===== src/rtl/proc_loader_pkg.sv =====
// Shared types and constants for the processor memory loader.
package proc_loader_pkg;

    typedef enum logic [2:0] {
        ST_IDLE,
        ST_PACK,
        ST_WRITE,
        ST_READ,
        ST_CHECK,
        ST_HOLD,
        ST_DONE,
        ST_ERROR
    } loader_state_t;

    localparam logic MEMREQ_READ  = 1'b0;
    localparam logic MEMREQ_WRITE = 1'b1;

endpackage


===== src/rtl/loader_byte_packer.sv =====
// Packs an 8-bit valid/ready stream into little-endian 32-bit words.
module loader_byte_packer (
    input  logic        clk,
    input  logic        rst,
    input  logic        clear_i,
    input  logic        en_i,
    input  logic        in_val_i,
    input  logic [7:0]  in_data_i,
    output logic        in_rdy_o,
    output logic        word_val_o,
    output logic [31:0] word_o
);

    logic [1:0]  cnt_q, cnt_d;
    logic [31:0] word_q, word_d;
    logic        take;

    assign in_rdy_o   = en_i;
    assign take       = in_val_i & en_i;
    assign word_val_o = take & (cnt_q == 2'd3);
    assign word_o     = word_q;

    // Shifting in from the top leaves the first byte in the LSB after four takes.
    always_comb begin
        cnt_d  = cnt_q;
        word_d = word_q;
        if (clear_i) begin
            cnt_d = 2'd0;
        end else if (take) begin
            cnt_d  = cnt_q + 2'd1;
            word_d = {in_data_i, word_q[31:8]};
        end
    end

    always_ff @(posedge clk) begin
        if (rst) begin
            cnt_q  <= 2'd0;
            word_q <= 32'd0;
        end else begin
            cnt_q  <= cnt_d;
            word_q <= word_d;
        end
    end

endmodule


===== src/rtl/proc_mem_loader.sv =====
// Loads a byte-stream image into processor data memory, optionally verifies it, then releases core reset.
module proc_mem_loader
    import proc_loader_pkg::*;
#(
    parameter int CNT_W    = 16,
    parameter int VERIFY   = 1,
    parameter int RST_HOLD = 4
) (
    input  logic             clk,
    input  logic             rst,
    input  logic             start,
    input  logic [31:0]      base_addr,
    input  logic [CNT_W-1:0] num_words,
    input  logic             in_val,
    input  logic [7:0]       in_data,
    output logic             in_rdy,
    output logic             ext_dmemreq_val,
    output logic             ext_dmemreq_type,
    output logic [31:0]      ext_dmemreq_addr,
    output logic [31:0]      ext_dmemreq_wdata,
    input  logic [31:0]      ext_dmemresp_rdata,
    output logic             proc_rst,
    output logic             done,
    output logic             err,
    output logic [31:0]      err_sum
);

    localparam int HOLD_W = (RST_HOLD < 2) ? 1 : $clog2(RST_HOLD);

    loader_state_t    state_q, state_d;
    logic [CNT_W-1:0] idx_q, idx_d;
    logic [CNT_W-1:0] num_q, num_d;
    logic [31:0]      base_q, base_d;
    logic [31:0]      wsum_q, wsum_d;
    logic [31:0]      rsum_q, rsum_d;
    logic [31:0]      err_sum_q, err_sum_d;
    logic [HOLD_W-1:0] hold_q, hold_d;

    logic             pack_clear;
    logic             word_val;
    logic [31:0]      word;
    logic             start_ok;
    logic             last_word;
    logic [CNT_W-1:0] idx_inc;
    logic [31:0]      req_addr;

    loader_byte_packer u_packer (
        .clk        (clk),
        .rst        (rst),
        .clear_i    (pack_clear),
        .en_i       (state_q == ST_PACK),
        .in_val_i   (in_val),
        .in_data_i  (in_data),
        .in_rdy_o   (in_rdy),
        .word_val_o (word_val),
        .word_o     (word)
    );

    assign start_ok  = start && (state_q == ST_IDLE || state_q == ST_DONE || state_q == ST_ERROR);
    assign idx_inc   = idx_q + CNT_W'(1);
    assign last_word = (idx_inc == num_q);
    // Address arithmetic is modulo 2^32 so a high base wraps to low memory.
    assign req_addr  = base_q + (32'(idx_q) << 2);

    always_ff @(posedge clk) begin
        if (rst) begin
            state_q   <= ST_IDLE;
            idx_q     <= '0;
            num_q     <= '0;
            base_q    <= 32'd0;
            wsum_q    <= 32'd0;
            rsum_q    <= 32'd0;
            err_sum_q <= 32'd0;
            hold_q    <= '0;
        end else begin
            state_q   <= state_d;
            idx_q     <= idx_d;
            num_q     <= num_d;
            base_q    <= base_d;
            wsum_q    <= wsum_d;
            rsum_q    <= rsum_d;
            err_sum_q <= err_sum_d;
            hold_q    <= hold_d;
        end
    end

    always_comb begin
        state_d    = state_q;
        idx_d      = idx_q;
        num_d      = num_q;
        base_d     = base_q;
        wsum_d     = wsum_q;
        rsum_d     = rsum_q;
        err_sum_d  = err_sum_q;
        hold_d     = hold_q;
        pack_clear = 1'b0;
        if (start_ok) begin
            base_d     = base_addr & ~32'h3;
            num_d      = num_words;
            idx_d      = '0;
            wsum_d     = 32'd0;
            rsum_d     = 32'd0;
            hold_d     = '0;
            pack_clear = 1'b1;
            state_d    = (num_words == '0) ? ST_HOLD : ST_PACK;
        end else begin
            case (state_q)
                ST_PACK: begin
                    if (word_val) state_d = ST_WRITE;
                end
                ST_WRITE: begin
                    wsum_d = wsum_q + word;
                    idx_d  = idx_inc;
                    if (!last_word) begin
                        state_d = ST_PACK;
                    end else if (VERIFY != 0) begin
                        idx_d   = '0;
                        state_d = ST_READ;
                    end else begin
                        hold_d  = '0;
                        state_d = ST_HOLD;
                    end
                end
                ST_READ: begin
                    rsum_d = rsum_q + ext_dmemresp_rdata;
                    if (last_word) state_d = ST_CHECK;
                    else           idx_d   = idx_inc;
                end
                ST_CHECK: begin
                    if (rsum_q == wsum_q) begin
                        hold_d  = '0;
                        state_d = ST_HOLD;
                    end else begin
                        err_sum_d = rsum_q;
                        state_d   = ST_ERROR;
                    end
                end
                ST_HOLD: begin
                    if (hold_q == HOLD_W'(RST_HOLD - 1)) state_d = ST_DONE;
                    else                                 hold_d  = hold_q + HOLD_W'(1);
                end
                default: ;
            endcase
        end
    end

    always_comb begin
        ext_dmemreq_val   = 1'b0;
        ext_dmemreq_type  = MEMREQ_READ;
        ext_dmemreq_addr  = 32'd0;
        ext_dmemreq_wdata = 32'd0;
        proc_rst          = 1'b1;
        done              = 1'b0;
        err               = 1'b0;
        case (state_q)
            ST_WRITE: begin
                ext_dmemreq_val   = 1'b1;
                ext_dmemreq_type  = MEMREQ_WRITE;
                ext_dmemreq_addr  = req_addr;
                ext_dmemreq_wdata = word;
            end
            ST_READ: begin
                ext_dmemreq_val  = 1'b1;
                ext_dmemreq_type = MEMREQ_READ;
                ext_dmemreq_addr = req_addr;
            end
            ST_DONE: begin
                proc_rst = 1'b0;
                done     = 1'b1;
            end
            ST_ERROR: err = 1'b1;
            default: ;
        endcase
    end

    assign err_sum = err_sum_q;

endmodule

===== config.mk =====
export PLATFORM = sky130hd
export DESIGN_NAME = proc_mem_loader
export DESIGN_NICKNAME = d
export VERILOG_FILES = /design/src/rtl/proc_loader_pkg.sv /design/src/rtl/loader_byte_packer.sv /design/src/rtl/proc_mem_loader.sv
export SDC_FILE = /design/constraint.sdc
export NUM_CORES = 1
export LEC_CHECK = 0
export CORE_UTILIZATION = 42
export DETAILED_ROUTE_END_ITERATION = 10
export PLACE_DENSITY = 0.63
export SLEW_MARGIN = 20
export SYNTH_ARGS = -nofsm -noshare
export SYNTH_HDL_FRONTEND = slang
export SYNTH_SLANG_ARGS = --single-unit

===== constraint.sdc =====
create_clock -name clk -period 4.1 [get_ports clk]
set_clock_uncertainty 0.15 [all_clocks]
set_input_delay 0.82 -clock clk [delete_from_list [all_inputs] [get_ports clk]]
set_output_delay 0.82 -clock clk [all_outputs]
set_load 0.01 [all_outputs]

# Yosys cells after proc, flatten, opt, wreduce, memory -nomap -nowiden
# Index checks and enable logic that the tools add are counted.
# word_totals
ff_bits	197
out_inout_bits	102
word_cells	76
# classes
addsub	6
n_eq_ne	17
mux	22
n_bitwise	5
n_reduce_logical	16
# ops
cell	n
32-bit adder	2
32-bit two-way mux	2
32-bit by 18-bit adder with 32-bit output	1
32-bit equality test	1
16-bit two-way mux	2
16-bit case mux with 2 select lines	1
16-bit by 1-bit adder with 16-bit output (second input constant)	1
16-bit equality test	1
16-bit zero test	1
3-bit two-way mux	5
3-bit case mux with 5 select lines	1
3-bit equality test (second input constant)	4
3-bit != test (second input constant)	3
2-bit two-way mux	4
3-bit by 2-bit equality test with 1-bit output (second input constant)	2
1-bit two-way mux	6
2-bit != test (second input constant)	3
3-bit AND reduction	2
6-bit nonzero test	1
2-bit OR reduction	3
2-bit by 1-bit adder with 2-bit output (second input constant)	2
2-bit equality test (second input constant)	2
2-bit case mux with 2 select lines	1
2-bit AND reduction	2
other kinds (8)	13

# Logic depth before layout (Yosys ltp)
# depth
depth_word	7
mapped_depth	13

# Modules after synthesis
# A second synthesis with hierarchy kept.
# unflattened
hier_cells	1650
hier_area_um2	13103.8
# by_module_without_submodules
module	instances	cells_each	area_each_um2
proc_mem_loader	1	1524	11686.2
loader_byte_packer	1	126	1417.6

# Worst setup path after synthesis
# Ideal clock, no wire load.
# synth_timing
path_type	flip-flop to output port
from	register idx_q[0]
to	output port ext_dmemreq_addr[22]
t_arrival_ns	3.066
required_time_ns	3.130
path_slack_ns	0.064
path_stages_with_launch	14
path_buffers	1
cell_sequence	dfxtp_1 -> ha_1 -> inv_1 -> fa_1 -> nor2b_1 -> o21a_1 -> o21a_1 -> o211ai_1 -> a21o_1 -> a2111oi_1 -> nor4_1 -> clkbuf_1 -> or3_1 -> a21oi_1
# synth_via
elab_chain_len	2
# synth_lines
item	line_no	text
start: declaration	proc_mem_loader.sv:31	logic [CNT_W-1:0] idx_q, idx_d;
start signal: assignment	proc_mem_loader.sv:77	idx_q <= idx_d;
32-bit by 18-bit adder with 32-bit output	proc_mem_loader.sv:63	assign req_addr = base_q + (32'(idx_q) << 2);
32-bit two-way mux	proc_mem_loader.sv:155	case (state_q)
end: declaration	proc_mem_loader.sv:19	output logic [31:0] ext_dmemreq_addr,
# No other way between the ends.

# Worst setup path in the final report
# layout_timing
from	register idx_q[1]
to	output port ext_dmemreq_addr[31]
# Same word-level chain as after synthesis.

==> results list <==
- Counting the buffers created by CTS gives 17.
* Buffers & Inverters on Critical Path: 3
- The tree is rooted in a sky130_fd_sc_hd__clkbuf_16.
- Across the run, the number of max-cap violations was 0.
- Global routing finished with a remaining overflow of 0.
- Data arrives at the worst endpoint at roughly 3.4 ns.
- Relative to the synthesized area, the layout overhead comes to 24.5%.
- The number of slew-limit violations in the final report was 0.
- Measured in cells, the most critical reg-to-reg path has a length of 12.
- Top cell family by delay on the critical path: compound AO/OA/AOI/OAI gates
- The first detailed-routing pass took 5 iterations.
* Post-Syn Area: about 13000 um2
- Failing checks: setup timing
- Via count normalized by instance count: roughly 5.6
* Remaining routing DRC violations: 0
* Final number of hold-violating endpoints: 0
* Via count of the first global-routing pass: roughly 12000
- Average size of a mapped cell: a little under 8 um2
- In this run the power density over the cells is roughly 290 nW/um2.
* Top post-synthesis cells by area: sky130_fd_sc_hd__dfxtp_1 31%, sky130_fd_sc_hd__nand2_1 8.2%, sky130_fd_sc_hd__ha_1 8.1%
- Worst slew margin relative to its limit: 0.282
* Placed wire-length estimate after detailed placement: ~28000 um
- Gr usage total: 0.242
* Count of input and output buffers: ~190
* Row Count: 63
- # IOs: ~190
* Area of the die: 31200 um2
- Latest clock arrival within the worst-skew pair: between 0.4 and 0.5 ns
- Maximum fanout along the worst path: 7
- Pin count of the biggest net entering global routing: 75
* Sequential share of the synthesized area: 0.308
- Clock-pin slew was measured on the worst setup and hold paths at around 0.07 ns.
* Hold/Removal Path Class: register to register
- Status: complete, but fails checks
* Die Y-Extent: around 180 um
- Maximum achievable frequency: 230 MHz
- Counting every sink on the clock net gives 197.
- Overall power: roughly 4.5 mW
- Leakage power of the design: ~6.5 nW
- Distinct cell type count of the synthesized netlist: 75
- The clock passes through at most 2 buffers.
- Post-route non-filler standard cell count: between 2000 and 2500
- Number of antenna violations at the first check in global routing: 0
- Of all cell types, the one taking the most synthesized area is sky130_fd_sc_hd__dfxtp_1.
- STA classifies the critical path startpoint as a register.
- Area share of the largest cell type after synthesis: 0.308
- Actual slew at the worst max-slew pin: roughly 1.1 ns
- Dividing the detail-routed wire length by the instance count gives around 17 um.
* Wire length reported by the detailed router: about 38000 um
- List of most frequent post-synthesis cells: 281 x sky130_fd_sc_hd__nand2_1, 197 x sky130_fd_sc_hd__dfxtp_1, 193 x sky130_fd_sc_hd__a21oi_1
- For this configuration, the core starts out at a cell density of 0.429.
* Logic depth of the worst path, buffers included: 13
- For this run, the leading register cell type out of synthesis is sky130_fd_sc_hd__dfxtp_1.
- The die is approximately 180 um wide.
- Routability congestion estimate from global placement: between 0.9 and 1
- Counting the fill cells in the layout gives between 2000 and 3000.
- Cell breakdown of the critical path: buf_6 > ha_4 > a21o_1 > a21o_1 > a2111oi_2 > buf_4 > o21ai_4 > a41oi_2 > o21ai_2 > nand4_1 > xor2_1 > nor2_1 > clkdlybuf4s50_1
- The worst setup path is captured at an output port.
* Synth async-reset ratio: 0
- Total of warnings raised by yosys: 0
* Max VDD drop: between 200 and 300 uV
* Crit path largest cell delay: 0.54 ns
* Layout cell share with drive strength beyond 1: 0.0792
- Crit-path most repeated cell: sky130_fd_sc_hd__a21o_1
- Register bit total from synthesis: 197
- The H-tree generated during clock tree synthesis spans 4 levels.
* ANT cells: 0
- sky130_fd_sc_hd__nand2_1 is the most common cell in the netlist.
* Global-route wire length before repair: about 61000 um
* Setup slack after layout: -0.257 ns
- Number of instances in the synthesized netlist: between 1500 and 2000
* Iteration-0 DRC count of the detailed router: roughly 880
- The setup path with the least slack is of type register to output port.
- CORE AREA: ~30000 um2
- CTS tree: yes
- Minimum clock period: 4.36 ns
- Setup violations remaining at the end of the flow were counted as 17.
* Final antenna-violating net count: 0
- Critical-path cell with the highest stage delay: sky130_fd_sc_hd__clkdlybuf4s50_1
- Number of nets in the layout: ~2000
* Period utilisation layout: 1.06
* Dpl cells: approximately 2200
- Setup repair after global routing missed its margin: yes
- Counting instances, the worst hold path has a depth of 2.
- The synthesized design contains 0 enable-type register cells.
- STA puts the critical path data required time at between 3 and 4 ns.
- Number of vias after detailed routing: 12500
## what timing repair did
| action | in CTS | in global routing |
|---|---|---|
| setup endpoints to repair | 22 | 22 |
| cloned | 1 | 0 |
| hold endpoints to repair | 0 | 0 |
| gates resized for setup | 61 | 10 |
| setup buffers | 4 | 2 |
| hold buffers | 0 | 0 |
| pin swaps | 20 | 7 |
## cells by family (layout without fill, tap and decap cells)
logic type      Yosys count  in the layout  synth area share
simple gates            637            637             0.233
compound gates          456            456             0.223
flops                   197            197             0.308
buf+inv                 129            313            0.0408
xor+xnor                109            109            0.0746
fa+ha+maj                86             86            0.0859
mux                      44             44            0.0347
other cells               1              2          0.000293
## placed cells by master, fill, tap and decap left out, drive strengths merged, types with 13 or more instances in the layout
| cell type | n |
|---|---|
| a31oi | 15 |
| xnor2 | 76 |
| or3 | 14 |
| clkdlybuf4s50 | 175 |
| o21bai | 16 |
| dfxtp | 197 |
| nor3 | 21 |
| inv | 37 |
| nand4 | 31 |
| a22o | 13 |
| a21o | 57 |
| o21ai | 68 |
| ha | 83 |
| mux2i | 41 |
| xor2 | 33 |
| nor4 | 14 |
| nand2 | 282 |
| nand3 | 42 |
| buf | 69 |
| a21oi | 194 |
| and3 | 59 |
| clkbuf | 20 |
| a211oi | 13 |
| nor2 | 115 |
## routing by layer
layer	share of wire	track usage
met3	0.055	0.0317
met4	0.014	0.0546
met2	0.43	0.377
met5	0	0
met1	0.50	0.353
## worst paths after layout
path                            startpoint              endpoint  slack [ns]
worst max-delay path              idx_q[1]  ext_dmemreq_addr[31]       -0.26
worst min-delay path             base_q[4]             base_q[4]        0.31
worst min register to register   base_q[4]             base_q[4]        0.31
worst max register to register    idx_q[1]              idx_q[4]        0.37
## metrics by stage
stage          utilization  area (um2)  setup slack, ns  TNS (ns)  hold slack [ns]
2_1_floorplan            -       12800           0.0642         0            0.286
3_3_place_gp         0.510       15200           -0.460     -4.25            0.296
3_5_place_dp         0.510       15200           -0.470     -4.39            0.302
4_1_cts              0.532       15900           -0.416     -4.57            0.312
5_1_grt              0.535       15900           -0.488     -6.76            0.327
6_report             0.535       15900           -0.257     -3.31            0.309
## cell type report
type	instances	area, um2	area share
Clock buffer	20	447	0.0280
Inverter	32	120	0.00754
Tap cell	390	488	0.0306
Sequential cell	197	3950	0.248
Timing Repair Buffer	249	2310	0.145
Clock inverter	12	118	0.00738
Multi-Input combinational cell	1334	8500	0.533
## state kept, by name (all words and copies together), names as in the netlist
register	flops
hold_q	2
num_q	16
wsum_q	32
u_packer.cnt_q	2
base_q	30
u_packer.word_o	32
idx_q	16
state_q	3
rsum_q	32
err_sum	32
## where the power goes
part | switching, mW | total (mW) | internal, mW
Clock | 0.793 | 1.66 | 0.867
Combinational | 0.513 | 0.831 | 0.318
Sequential | 0.0711 | 2.05 | 1.98
Total | 1.38 | 4.54 | 3.16
## worst register-to-register path: stages, from the launching register on
cell,delay (ns)
sky130_fd_sc_hd__dfxtp_2,0.34
sky130_fd_sc_hd__buf_6,0.10
sky130_fd_sc_hd__buf_4,0.13
sky130_fd_sc_hd__ha_1,0.25
sky130_fd_sc_hd__and3_1,0.42
sky130_fd_sc_hd__nand3_2,0.16
sky130_fd_sc_hd__xnor2_1,0.16
sky130_fd_sc_hd__a2111oi_2,0.35
sky130_fd_sc_hd__nand4_1,0.20
sky130_fd_sc_hd__a2111oi_4,0.53
sky130_fd_sc_hd__nand2b_1,0.41
sky130_fd_sc_hd__o22ai_1,0.16
sky130_fd_sc_hd__a22o_1,0.27
Power figures use the tool's default switching activity.
